**src/rtl/meas_pkg.sv**
```systemverilog
// Shared types and defaults for the measurement readout path.
package meas_pkg;

  localparam int MEAS_DATA_W     = 24;
  localparam int MEAS_FIFO_DEPTH = 16;
  localparam int MEAS_RD_LAT     = 2;

  typedef enum logic [1:0] {
    ST_IDLE,
    ST_FETCH,
    ST_SERVE
  } meas_state_e;

  function automatic int bytes_of(input int width);
    return width / 8;
  endfunction

endpackage

```
**src/rtl/meas_readout_ctrl_if.sv**
```systemverilog
// FIFO-side and command-side signals of the measurement readout controller.
interface meas_readout_ctrl_if import meas_pkg::*; #(
  parameter int DATA_W = MEAS_DATA_W,
  parameter int DEPTH  = MEAS_FIFO_DEPTH
);
  localparam int LVL_W = $clog2(DEPTH + 1);

  logic [DATA_W-1:0] fifo_q;
  logic              fifo_wr_en;
  logic              ext_rd_en;
  logic              fifo_rd_en;
  logic              byte_req;
  logic              spi_cs;
  logic              xfer_done;
  logic              err_clr;
  logic [7:0]        meas_data;
  logic              meas_valid;
  logic [LVL_W-1:0]  fifo_level;
  logic              underflow;
  logic              req_busy;

  modport slave (
    input  fifo_q, fifo_wr_en, ext_rd_en, byte_req, spi_cs, xfer_done, err_clr,
    output fifo_rd_en, meas_data, meas_valid, fifo_level, underflow, req_busy
  );

  modport master (
    output fifo_q, fifo_wr_en, ext_rd_en, byte_req, spi_cs, xfer_done, err_clr,
    input  fifo_rd_en, meas_data, meas_valid, fifo_level, underflow, req_busy
  );

endinterface

```
**src/rtl/level_counter.sv**
```systemverilog
// Saturating up/down occupancy counter; a simultaneous inc and dec cancel.
module level_counter #(
  parameter int DEPTH = 16,
  parameter int LVL_W = $clog2(DEPTH + 1)
) (
  input  logic             clk_12mhz,
  input  logic             rst_sync,
  input  logic             inc_i,
  input  logic             dec_i,
  output logic [LVL_W-1:0] level_o
);

  logic [LVL_W-1:0] level_q, level_d;
  logic             inc_ok, dec_ok;

  always_comb begin
    inc_ok  = inc_i && (level_q < LVL_W'(DEPTH));
    dec_ok  = dec_i && (level_q != '0);
    level_d = level_q;
    if (inc_ok && !dec_ok) begin
      level_d = level_q + LVL_W'(1);
    end else if (dec_ok && !inc_ok) begin
      level_d = level_q - LVL_W'(1);
    end
  end

  always_ff @(posedge clk_12mhz or posedge rst_sync) begin
    if (rst_sync) begin
      level_q <= '0;
    end else begin
      level_q <= level_d;
    end
  end

  assign level_o = level_q;

endmodule

```
**src/rtl/meas_readout_ctrl.sv**
```systemverilog
// Pops one count word per SPI read and serialises it byte by byte to main_ctrl.
//   state    | meaning
//   ST_IDLE  | no word held; byte_req starts a FIFO pop or flags underflow
//   ST_FETCH | pop issued, waiting RD_LAT cycles for fifo_q
//   ST_SERVE | word latched; each byte_req advances to the next byte
module meas_readout_ctrl import meas_pkg::*; #(
  parameter int         DATA_W     = MEAS_DATA_W,
  parameter int         DEPTH      = MEAS_FIFO_DEPTH,
  parameter int         RD_LAT     = MEAS_RD_LAT,
  parameter int         MSB_FIRST  = 0,
  parameter logic [7:0] EMPTY_BYTE = 8'hFF
) (
  input logic                clk_12mhz,
  input logic                rst_sync,
  meas_readout_ctrl_if.slave bus
);

  localparam int BYTES = bytes_of(DATA_W);
  localparam int IDX_W = (BYTES > 1) ? $clog2(BYTES) : 1;
  localparam int LVL_W = $clog2(DEPTH + 1);
  localparam int LAT_W = 3;

  meas_state_e       state_q, state_d;
  logic [IDX_W-1:0]  byte_idx_q, byte_idx_d;
  logic [LAT_W-1:0]  lat_cnt_q, lat_cnt_d;
  logic [DATA_W-1:0] word_q, word_d;
  logic [7:0]        meas_data_q, meas_data_d;
  logic              meas_valid_q, meas_valid_d;
  logic              fifo_rd_en_q, fifo_rd_en_d;
  logic              underflow_q, underflow_d;
  logic              req_busy_q, req_busy_d;
  logic              cs_meta_q, cs_sync_q, cs_dly_q;
  logic              cs_rise, abort;
  logic              uf_set, rb_set;
  logic [LVL_W-1:0]  level;

  function automatic logic [7:0] pick_byte(input logic [DATA_W-1:0] w,
                                           input logic [IDX_W-1:0]  k);
    int                pos;
    logic [DATA_W-1:0] shifted;
    pos     = (MSB_FIRST != 0) ? (BYTES - 1 - int'(k)) : int'(k);
    shifted = w >> (8 * pos);
    return shifted[7:0];
  endfunction

  // cs idles high, so the synchroniser resets to 1 to avoid a spurious rise.
  always_ff @(posedge clk_12mhz or posedge rst_sync) begin
    if (rst_sync) begin
      cs_meta_q <= 1'b1;
      cs_sync_q <= 1'b1;
      cs_dly_q  <= 1'b1;
    end else begin
      cs_meta_q <= bus.spi_cs;
      cs_sync_q <= cs_meta_q;
      cs_dly_q  <= cs_sync_q;
    end
  end

  assign cs_rise = cs_sync_q & ~cs_dly_q;
  assign abort   = cs_rise | bus.xfer_done;

  level_counter #(.DEPTH(DEPTH)) u_level (
    .clk_12mhz (clk_12mhz),
    .rst_sync  (rst_sync),
    .inc_i     (bus.fifo_wr_en),
    .dec_i     (fifo_rd_en_q | bus.ext_rd_en),
    .level_o   (level)
  );

  always_comb begin
    state_d      = state_q;
    byte_idx_d   = byte_idx_q;
    lat_cnt_d    = lat_cnt_q;
    word_d       = word_q;
    meas_data_d  = meas_data_q;
    meas_valid_d = meas_valid_q;
    fifo_rd_en_d = 1'b0;
    uf_set       = 1'b0;
    rb_set       = 1'b0;

    // An abort drops any held or in-flight word; a pop already issued stays counted.
    if (abort) begin
      state_d      = ST_IDLE;
      meas_valid_d = 1'b0;
      byte_idx_d   = '0;
    end else begin
      case (state_q)
        ST_IDLE: begin
          if (bus.byte_req) begin
            if (level != '0) begin
              fifo_rd_en_d = 1'b1;
              lat_cnt_d    = '0;
              state_d      = ST_FETCH;
            end else begin
              meas_data_d = EMPTY_BYTE;
              uf_set      = 1'b1;
            end
          end
        end
        ST_FETCH: begin
          lat_cnt_d = lat_cnt_q + LAT_W'(1);
          if (bus.byte_req) begin
            rb_set = 1'b1;
          end
          if (lat_cnt_q == LAT_W'(RD_LAT - 1)) begin
            word_d       = bus.fifo_q;
            meas_data_d  = pick_byte(bus.fifo_q, IDX_W'(0));
            meas_valid_d = 1'b1;
            byte_idx_d   = '0;
            state_d      = ST_SERVE;
          end
        end
        ST_SERVE: begin
          if (bus.byte_req) begin
            if (byte_idx_q == IDX_W'(BYTES - 1)) begin
              meas_valid_d = 1'b0;
              byte_idx_d   = '0;
              state_d      = ST_IDLE;
            end else begin
              byte_idx_d  = byte_idx_q + IDX_W'(1);
              meas_data_d = pick_byte(word_q, byte_idx_q + IDX_W'(1));
            end
          end
        end
        default: state_d = ST_IDLE;
      endcase
    end

    underflow_d = uf_set | (underflow_q & ~bus.err_clr);
    req_busy_d  = rb_set | (req_busy_q & ~bus.err_clr);
  end

  always_ff @(posedge clk_12mhz or posedge rst_sync) begin
    if (rst_sync) begin
      state_q      <= ST_IDLE;
      byte_idx_q   <= '0;
      lat_cnt_q    <= '0;
      word_q       <= '0;
      meas_data_q  <= 8'h00;
      meas_valid_q <= 1'b0;
      fifo_rd_en_q <= 1'b0;
      underflow_q  <= 1'b0;
      req_busy_q   <= 1'b0;
    end else begin
      state_q      <= state_d;
      byte_idx_q   <= byte_idx_d;
      lat_cnt_q    <= lat_cnt_d;
      word_q       <= word_d;
      meas_data_q  <= meas_data_d;
      meas_valid_q <= meas_valid_d;
      fifo_rd_en_q <= fifo_rd_en_d;
      underflow_q  <= underflow_d;
      req_busy_q   <= req_busy_d;
    end
  end

  assign bus.fifo_rd_en = fifo_rd_en_q;
  assign bus.meas_data  = meas_data_q;
  assign bus.meas_valid = meas_valid_q;
  assign bus.fifo_level = level;
  assign bus.underflow  = underflow_q;
  assign bus.req_busy   = req_busy_q;

endmodule

```
**src/flat_wrapper.sv**
```systemverilog
// flat-port wrapper written by rule: the top's interface ports become plain ports
module meas_readout_ctrl_flat import meas_pkg::*;
#(
  parameter int         DATA_W     = MEAS_DATA_W,
  parameter int         DEPTH      = MEAS_FIFO_DEPTH,
  parameter int         RD_LAT     = MEAS_RD_LAT,
  parameter int         MSB_FIRST  = 0,
  parameter logic [7:0] EMPTY_BYTE = 8'hFF
)
  (clk_12mhz, rst_sync, bus_fifo_q, bus_fifo_wr_en, bus_ext_rd_en, bus_byte_req, bus_spi_cs, bus_xfer_done, bus_err_clr, bus_fifo_rd_en, bus_meas_data, bus_meas_valid, bus_fifo_level, bus_underflow, bus_req_busy);
  meas_readout_ctrl_if #(.DATA_W(DATA_W), .DEPTH(DEPTH)) bus_i ();
  input logic clk_12mhz;
  input logic rst_sync;
  input wire logic [$bits(bus_i.fifo_q)-1:0] bus_fifo_q;
  input wire logic [$bits(bus_i.fifo_wr_en)-1:0] bus_fifo_wr_en;
  input wire logic [$bits(bus_i.ext_rd_en)-1:0] bus_ext_rd_en;
  input wire logic [$bits(bus_i.byte_req)-1:0] bus_byte_req;
  input wire logic [$bits(bus_i.spi_cs)-1:0] bus_spi_cs;
  input wire logic [$bits(bus_i.xfer_done)-1:0] bus_xfer_done;
  input wire logic [$bits(bus_i.err_clr)-1:0] bus_err_clr;
  output wire logic [$bits(bus_i.fifo_rd_en)-1:0] bus_fifo_rd_en;
  output wire logic [$bits(bus_i.meas_data)-1:0] bus_meas_data;
  output wire logic [$bits(bus_i.meas_valid)-1:0] bus_meas_valid;
  output wire logic [$bits(bus_i.fifo_level)-1:0] bus_fifo_level;
  output wire logic [$bits(bus_i.underflow)-1:0] bus_underflow;
  output wire logic [$bits(bus_i.req_busy)-1:0] bus_req_busy;
  assign bus_i.fifo_q = bus_fifo_q;
  assign bus_i.fifo_wr_en = bus_fifo_wr_en;
  assign bus_i.ext_rd_en = bus_ext_rd_en;
  assign bus_i.byte_req = bus_byte_req;
  assign bus_i.spi_cs = bus_spi_cs;
  assign bus_i.xfer_done = bus_xfer_done;
  assign bus_i.err_clr = bus_err_clr;
  assign bus_fifo_rd_en = bus_i.fifo_rd_en;
  assign bus_meas_data = bus_i.meas_data;
  assign bus_meas_valid = bus_i.meas_valid;
  assign bus_fifo_level = bus_i.fifo_level;
  assign bus_underflow = bus_i.underflow;
  assign bus_req_busy = bus_i.req_busy;
  meas_readout_ctrl #(.DATA_W(DATA_W), .DEPTH(DEPTH), .RD_LAT(RD_LAT), .MSB_FIRST(MSB_FIRST), .EMPTY_BYTE(EMPTY_BYTE)) u_core (.clk_12mhz(clk_12mhz), .rst_sync(rst_sync), .bus(bus_i));
endmodule
```
**config.mk**
```make
export PLATFORM = sky130hd
export DESIGN_NAME = meas_readout_ctrl_flat
export DESIGN_NICKNAME = d
export VERILOG_FILES = /design/src/rtl/meas_pkg.sv /design/src/rtl/meas_readout_ctrl_if.sv /design/src/rtl/level_counter.sv /design/src/rtl/meas_readout_ctrl.sv /design/src/flat_wrapper.sv
export SDC_FILE = /design/constraint.sdc
export NUM_CORES = 1
export LEC_CHECK = 0
export ABC_AREA = 1
export CELL_PAD_IN_SITES_DETAIL_PLACEMENT = 2
export CELL_PAD_IN_SITES_GLOBAL_PLACEMENT = 2
export CORE_MARGIN = 1
export CORE_UTILIZATION = 31
export DETAILED_ROUTE_END_ITERATION = 10
export GPL_TIMING_DRIVEN = 0
export PLACE_DENSITY_LB_ADDON = 0.1
export SYNTH_ARGS = -nofsm -noshare
export SYNTH_HDL_FRONTEND = slang
export SYNTH_SLANG_ARGS = --single-unit
```
**constraint.sdc**
```tcl
create_clock -name clk_12mhz -period 2.47 [get_ports clk_12mhz]
set_input_delay 0.494 -clock clk_12mhz [delete_from_list [all_inputs] [get_ports clk_12mhz]]
set_output_delay 0.494 -clock clk_12mhz [all_outputs]
set_load 0.02 [all_outputs]
```
==> impl_metrics.yaml, run 1 <==
cts:
  clock_latency_ns: 0.31
  path_clk_slew_ns: 0.10
  clock_path_buffers: 2
  hold_buffers: 0
  root_buffer: "clkbuf_8"
  htree_levels: 2
  cts_tree: "built"
  cts_made_buffers: 5
  tritoncts_num_sinks: 51
route:
  dr.pass1.iters: 4
  drc: 0
  vias_per_cell: 4.86
  detail-route-antenna-nets: 0
  vias: 2517
  drt-total-wl_um: 7840
  drt_iter0_markers: 45
  wire_per_inst_um: 15.1
sta:
  rsz0062_at_grt: "no"
  tightest_slew_ns: 0.454
  slew_violations: 0
  setup_viol: 0
  clock_skew_ns: 0.0108
  period_needed_ns: 2.25
  clock.fmax_ghz: 0.444
  timing_hold_violations_final: 0
  fin_crit_sh_pct: 91.2
  slew_headroom_pct: 69.7
  hold_slack_ns: 0.361
synth:
  avgSynthCellArea_um2: 7.95
  synth_edf_count: 0
  syn-cell-area_um2: 2810
  synthXorXnorAreaFrac_pct: 1.25
  synthArstFlopShare_pct: 100
  synthCells: 353
  synthAdderAreaFrac_pct: 6.95
  synthMuxAreaShare_pct: 0
  ys_types: 28
  yosys_warnings: 0
  ys_seq_area_share_pct: 45.6
  synth_seq_cells: 51
  yosys.area_share.simple_pct: 31.4
  synth-compound-area-share_pct: 7.71
  synth_nets: 400
  synth_top_family_by_area: "simple AND/OR/NAND/NOR gates"
  synth_ff_type: "dfrtp_1"
die:
  rows: 34
  start_util_pct: 32.0
  die_w_um: 97.1
  dieArea_um2: 9440
  chipHeight_um: 97.1
  ioPinCount: 49
  design.core.area_um2: 8760
setup_path:
  endpoint_kind: "flip-flop"
  crit_slowest_cell: "dfrtp_1"
  critPathMaxFanout: 5
  crit_chain: "nor2_1 -> nand3_2 -> o21ai_0 -> ha_1 -> inv_1 -> ha_1 -> nand2_1 -> or2_2 -> nand3b_1 -> nand2_1 -> nand2_1 -> nand2_1"
  crit_path_start_kind: "flip-flop"
  cpMostUsedCell: "nand2_1"
  crit_type: "flip-flop to flip-flop"
  cp_slowest_stage_delay_ns: 0.44
  worstPathRequired_ns: 2.68
  arrival_ns: 2.46
global_routing:
  grt_max_degree: 34
  grt_usage_pct: 17.7
  grt_pass1_wl_um: 13500
  overflow: 0
  grt_antenna_before_repair: 0
  grt_pass1_vias: 2782
layout:
  final-seq-area_um2: 1280
  drive_above_1_share_pct: 8.54
  syn_to_final_growth_pct: 27.0
  multi_input_area_um2: 1330
  final_util_pct: 40.7
  fill_cells: 1031
  n_antenna_cell: 0
  nNetsFinal: 456
  final_cells: 518
power_and_ir_drop:
  peakVddDrop_v: 0.000371
  finalPower_mw: 4.04
  power_density_nw_per_um2: 1130
  p_leak_nw: 1.76
worst_hold_path:
  hold_path.class: "flip-flop to flip-flop"
job:
  cap_violations: 0
placement:
  place.gp.congestion: 0.717
  numPortBuffers: 48
  place_hpwl_um: 6040
  dp_cells: 510
run_status:
  status: "finished clean"
==> power breakdown <==
part	internal (mW)	total [mW]	switching, mW	leakage (nW)
clock	0.329	0.620	0.292	0.0612
combinational	0.795	1.97	1.17	1.05
sequential	1.19	1.45	0.259	0.650
total	2.31	4.04	1.72	1.76
==> placed cells by master, fill, tap and decap left out, types with 3 or more instances in the layout <==
cell and count:
buf_2 3, clkbuf_8 6, a21oi_1 13, buf_4 4
o21ai_1 6, nand3_1 39, nand2_1 128, dfrtp_1 48
buf_6 4, nor2_4 4, clkdlybuf4s50_1 48, ha_1 14
inv_1 25, o21ai_0 17, dfstp_2 3, nor2_1 22
nand4_1 4
==> kinds of logic (layout without fill, tap and decap cells) <==
logic type               count (synthesis)  count (layout)
flip-flops                              51              51
XOR/XNOR                                 4               4
AND/OR/NAND/NOR                        204             204
AO/OA/AOI/OAI                           39              39
adder cells (fa/ha/maj)                 15              15
buffers and inverters                   40              97
==> synthesized netlist by cell type, types with 4 or more instances <==
master,instances,area (um2)
a21oi_1,13,65.1
nor2_1,22,82.6
inv_1,26,97.6
ha_1,14,175
nand3_1,40,200
dfrtp_1,48,1200
nand4_1,4,25.0
nand2_1,128,480
o21ai_1,6,30.0
o21ai_0,17,85.1
buf_6,4,45.0
buf_4,4,30.0
nor2_4,4,45.0
==> stage by stage <==
stage	setup TNS (ns)	area (um2)	setup slack (ns)
6_report	0	3560	0.218
5_1_grt	0	3560	0.00434
4_1_cts	0	3560	0.122
3_5_place_dp	-0.0370	3440	-0.0370
3_3_place_gp	-19.29	3420	-0.407
2_1_floorplan	0	2810	0.388
==> repair_timing <==
item,4_1_cts,5_1_grt
endpoints found under the setup margin,0,1
buffers inserted,0,0
gates resized for setup,0,1
==> critical path, delay by kind of cell, from the launching register on <==
| family | cells | cell delay [ns] |
|---|---|---|
| adder cells (fa/ha/maj) | 2 | 0.59 |
| AND/OR/NAND/NOR | 8 | 0.89 |
| buffers and inverters | 1 | 0.12 |
| AO/OA/AOI/OAI | 1 | 0.11 |
| flip-flops | 1 | 0.44 |
==> metal layers <==
| layer | wire [um] | global-route usage (%) | share of wire [%] | vias to the layer above |
|---|---|---|---|---|
| met1 | 3840 | 23.7 | 49 | 1238 |
| met4 | 86 | 4.36 | 1.1 | 0 |
| met3 | 201 | 2.73 | 2.6 | 8 |
| met5 | 0 | 0 | 0 | - |
| li1 | - | - | - | 1235 |
| met2 | 3710 | 30.0 | 47 | 36 |
==> cell type report <==
class | count | area share, %
Clock inverter | 2 | 0.983
Tap cell | 108 | 3.79
Inverter | 29 | 3.05
Multi-Input combinational cell | 262 | 37.4
Sequential cell | 51 | 35.9
Clock buffer | 6 | 2.32
Buffer | 11 | 2.53
Timing Repair Buffer | 49 | 14.0
==> path summary, 6_finish.rpt <==
check	startpoint	endpoint	slack, ns	cells after the start
worst max-delay path	u_core.u_level.level_o[1]	u_core.u_level.level_o[4]	0.22	12
worst min-delay path	u_core.cs_meta_q	u_core.cs_sync_q	0.36	0
worst min register to register	u_core.cs_meta_q	u_core.cs_sync_q	0.36	0
min in group asynchronous	rst_sync	u_core.bus.meas_data[7]	0.51	2
worst max register to register	u_core.u_level.level_o[1]	u_core.u_level.level_o[4]	0.22	12
max in group asynchronous	rst_sync	u_core.cs_dly_q	1.34	3
==> registers in the layout, indices dropped and copies added (netlist names) <==
register,cells
u_core.bus.fifo_rd_en,1
u_core.bus.meas_data,8
u_core.bus.meas_valid,1
u_core.bus.req_busy,1
u_core.bus.underflow,1
u_core.byte_idx_q,2
u_core.cs_dly_q,1
u_core.cs_meta_q,1
u_core.cs_sync_q,1
u_core.lat_cnt_q,3
u_core.state_q,2
u_core.u_level.level_o,5
u_core.word_q,24
(Power assumes the default switching activity.)
==> run 2: changes to the inputs <==
CAP_MARGIN = 20   (was default)
CORE_UTILIZATION = 28   (was 31)
clock period = 2 ns   (was 2.47 ns; I/O delays follow)
==> run 2 against run 1 <==
  * Critical path depth decreased by 9
  * Critical path type is now flip-flop to output pin
  * Largest cell class unchanged
  * Non-clock buffer count increased by 13
  * Setup slack got worse by 0.18 ns
  * Power increased by 32%
  * Combinational power increased by 47%
  * Sequential cell count unchanged
==> impl_metrics.yaml, run 2 (same netlist as run 1, synthesis figures left out) <==
run_status:
  status: "finished clean"
layout:
  regMostFlops: "u_core.word_q"
  n_antenna_cell: 0
  mostFrequentLayoutCell: "nand2_1"
  syn_to_final_growth_pct: 34.7
  nNetsFinal: 469
  drive_above_1_share_pct: 16.5
  largest_reg_flops: 24
  final_cell_mix: "126 x nand2_1, 48 x clkdlybuf4s50_1, 43 x dfrtp_1"
  final_util_pct: 38.9
  fill_cells: 1119
  final_cells: 556
  final-seq-area_um2: 1290
  multi_input_area_um2: 1420
power_and_ir_drop:
  p_clk_share_pct: 12.5
  power_switching_mw: 2.35
  p_leak_nw: 1.82
  comb_power_share_pct: 54.3
  seqPwrFrac_pct: 33.2
  switching_share_pct: 44.0
  peakVddDrop_v: 0.000469
  power_density_nw_per_um2: 1410
  p_int_mw: 2.99
global_routing:
  grt_usage_pct: 18.1
  grt_pass1_wl_um: 14300
  grt_antenna_before_repair: 0
  overflow: 0
  grt_max_degree: 31
  grt_pass1_vias: 2736
route:
  vias: 2551
  detail-route-antenna-nets: 0
  drc: 0
  drt_iter0_markers: 44
  drt-total-wl_um: 8630
  vias_per_cell: 4.59
  wire_per_inst_um: 15.5
  dr.pass1.iters: 4
cts:
  hold_buffers: 0
  tritoncts_num_sinks: 51
  cts_made_buffers: 5
  htree_levels: 2
  cts_tree: "built"
  path_clk_slew_ns: 0.10
  root_buffer: "clkbuf_8"
  clock_latency_ns: 0.32
  clock_path_buffers: 2
setup_path:
  critPathMaxFanout: 4
  cpMostUsedCell: "buf_4"
  crit_slowest_cell: "clkdlybuf4s50_1"
  endpoint_kind: "output pin"
  arrival_ns: 1.56
  crit_chain: "buf_4 -> buf_4 -> clkdlybuf4s50_1"
  crit_type: "flip-flop to output pin"
  worstPathRequired_ns: 1.60
  crit_path_start_kind: "flip-flop"
  critPathTopFamily: "buffers and inverters"
  cp_slowest_stage_delay_ns: 0.53
  critPathBufInv: 3
placement:
  place.gp.congestion: 0.711
  place_hpwl_um: 6230
  numPortBuffers: 48
  preCtsSetupSlack_ns: -0.399
  dp_cells: 535
sta:
  setup_tns_ns: 0
  rsz0062_at_grt: "yes"
  period_needed_ns: 1.96
  setup_viol: 0
  clock.fmax_ghz: 0.510
  fin_crit_sh_pct: 98.0
  timing_hold_violations_final: 0
  tightest_slew_ns: 0.531
  setup_slack_ns: 0.0407
  slew_violations: 0
  hold_slack_ns: 0.361
  clock_skew_ns: 0.00936
  slew_headroom_pct: 64.5
die:
  dieArea_um2: 10400
  chipHeight_um: 102
  design.core.area_um2: 9730
  rows: 36
  start_util_pct: 28.8
  die_w_um: 102
  ioPinCount: 49
job:
  cap_violations: 0
worst_hold_path:
  hold_path.class: "flip-flop to flip-flop"
-- run 2: per-layer routing --
layer	GRT usage [%]	part of all wire, %
met4	3.96	0.88
met5	0	0
met1	23.6	47
met3	2.74	2.9
met2	31.8	49
-- run 2: final cells by class --
cell class | count | area share, %
sequential | 51 | 34.0
inverter | 29 | 3.14
clock buffer | 7 | 2.28
timing repair buffer | 62 | 15.8
tap | 133 | 4.40
clock inverter | 1 | 0.232
buffer | 11 | 2.48
multi-input combinational | 262 | 37.6
-- run 2: power groups by stage --
| stage | registers (mW) | clock network, mW | logic [mW] |
|---|---|---|---|
| 2_1_floorplan | 1.92 | 0 | 1.48 |
| 3_3_place_gp | 1.81 | 0 | 2.41 |
| 3_5_place_dp | 1.82 | 0 | 2.53 |
| 4_1_cts | 1.77 | 0.699 | 2.77 |
| 5_1_grt | 1.83 | 0.725 | 3.27 |
| 6_report | 1.78 | 0.667 | 2.90 |
-- run 2: path summary, 6_finish.rpt --
check	from	endpoint	slack, ns	cells after the start
worst max-delay path	u_core.u_level.level_o[2]	bus_fifo_level[2]	0.04	3
min in group asynchronous	rst_sync	u_core.bus.meas_data[5]	0.46	2
worst max register to register	u_core.u_level.level_o[3]	u_core.u_level.level_o[4]	0.05	12
max in group asynchronous	rst_sync	u_core.cs_meta_q	0.91	3
worst min-delay path	u_core.cs_meta_q	u_core.cs_sync_q	0.36	0
worst min register to register	u_core.cs_meta_q	u_core.cs_sync_q	0.36	0
-- run 2: stage by stage --
step | power, mW | instance area [um2]
6_report | 5.34 | 3780
4_1_cts | 5.23 | 3700
3_5_place_dp | 4.36 | 3490
2_1_floorplan | 3.40 | 2830
3_3_place_gp | 4.22 | 3470
5_1_grt | 5.83 | 3780
-- run 2: timing repair --
item	in CTS	in global routing
setup buffers	10	3
pin swaps	6	5
resized for setup	12	15
setup endpoints to repair	10	9
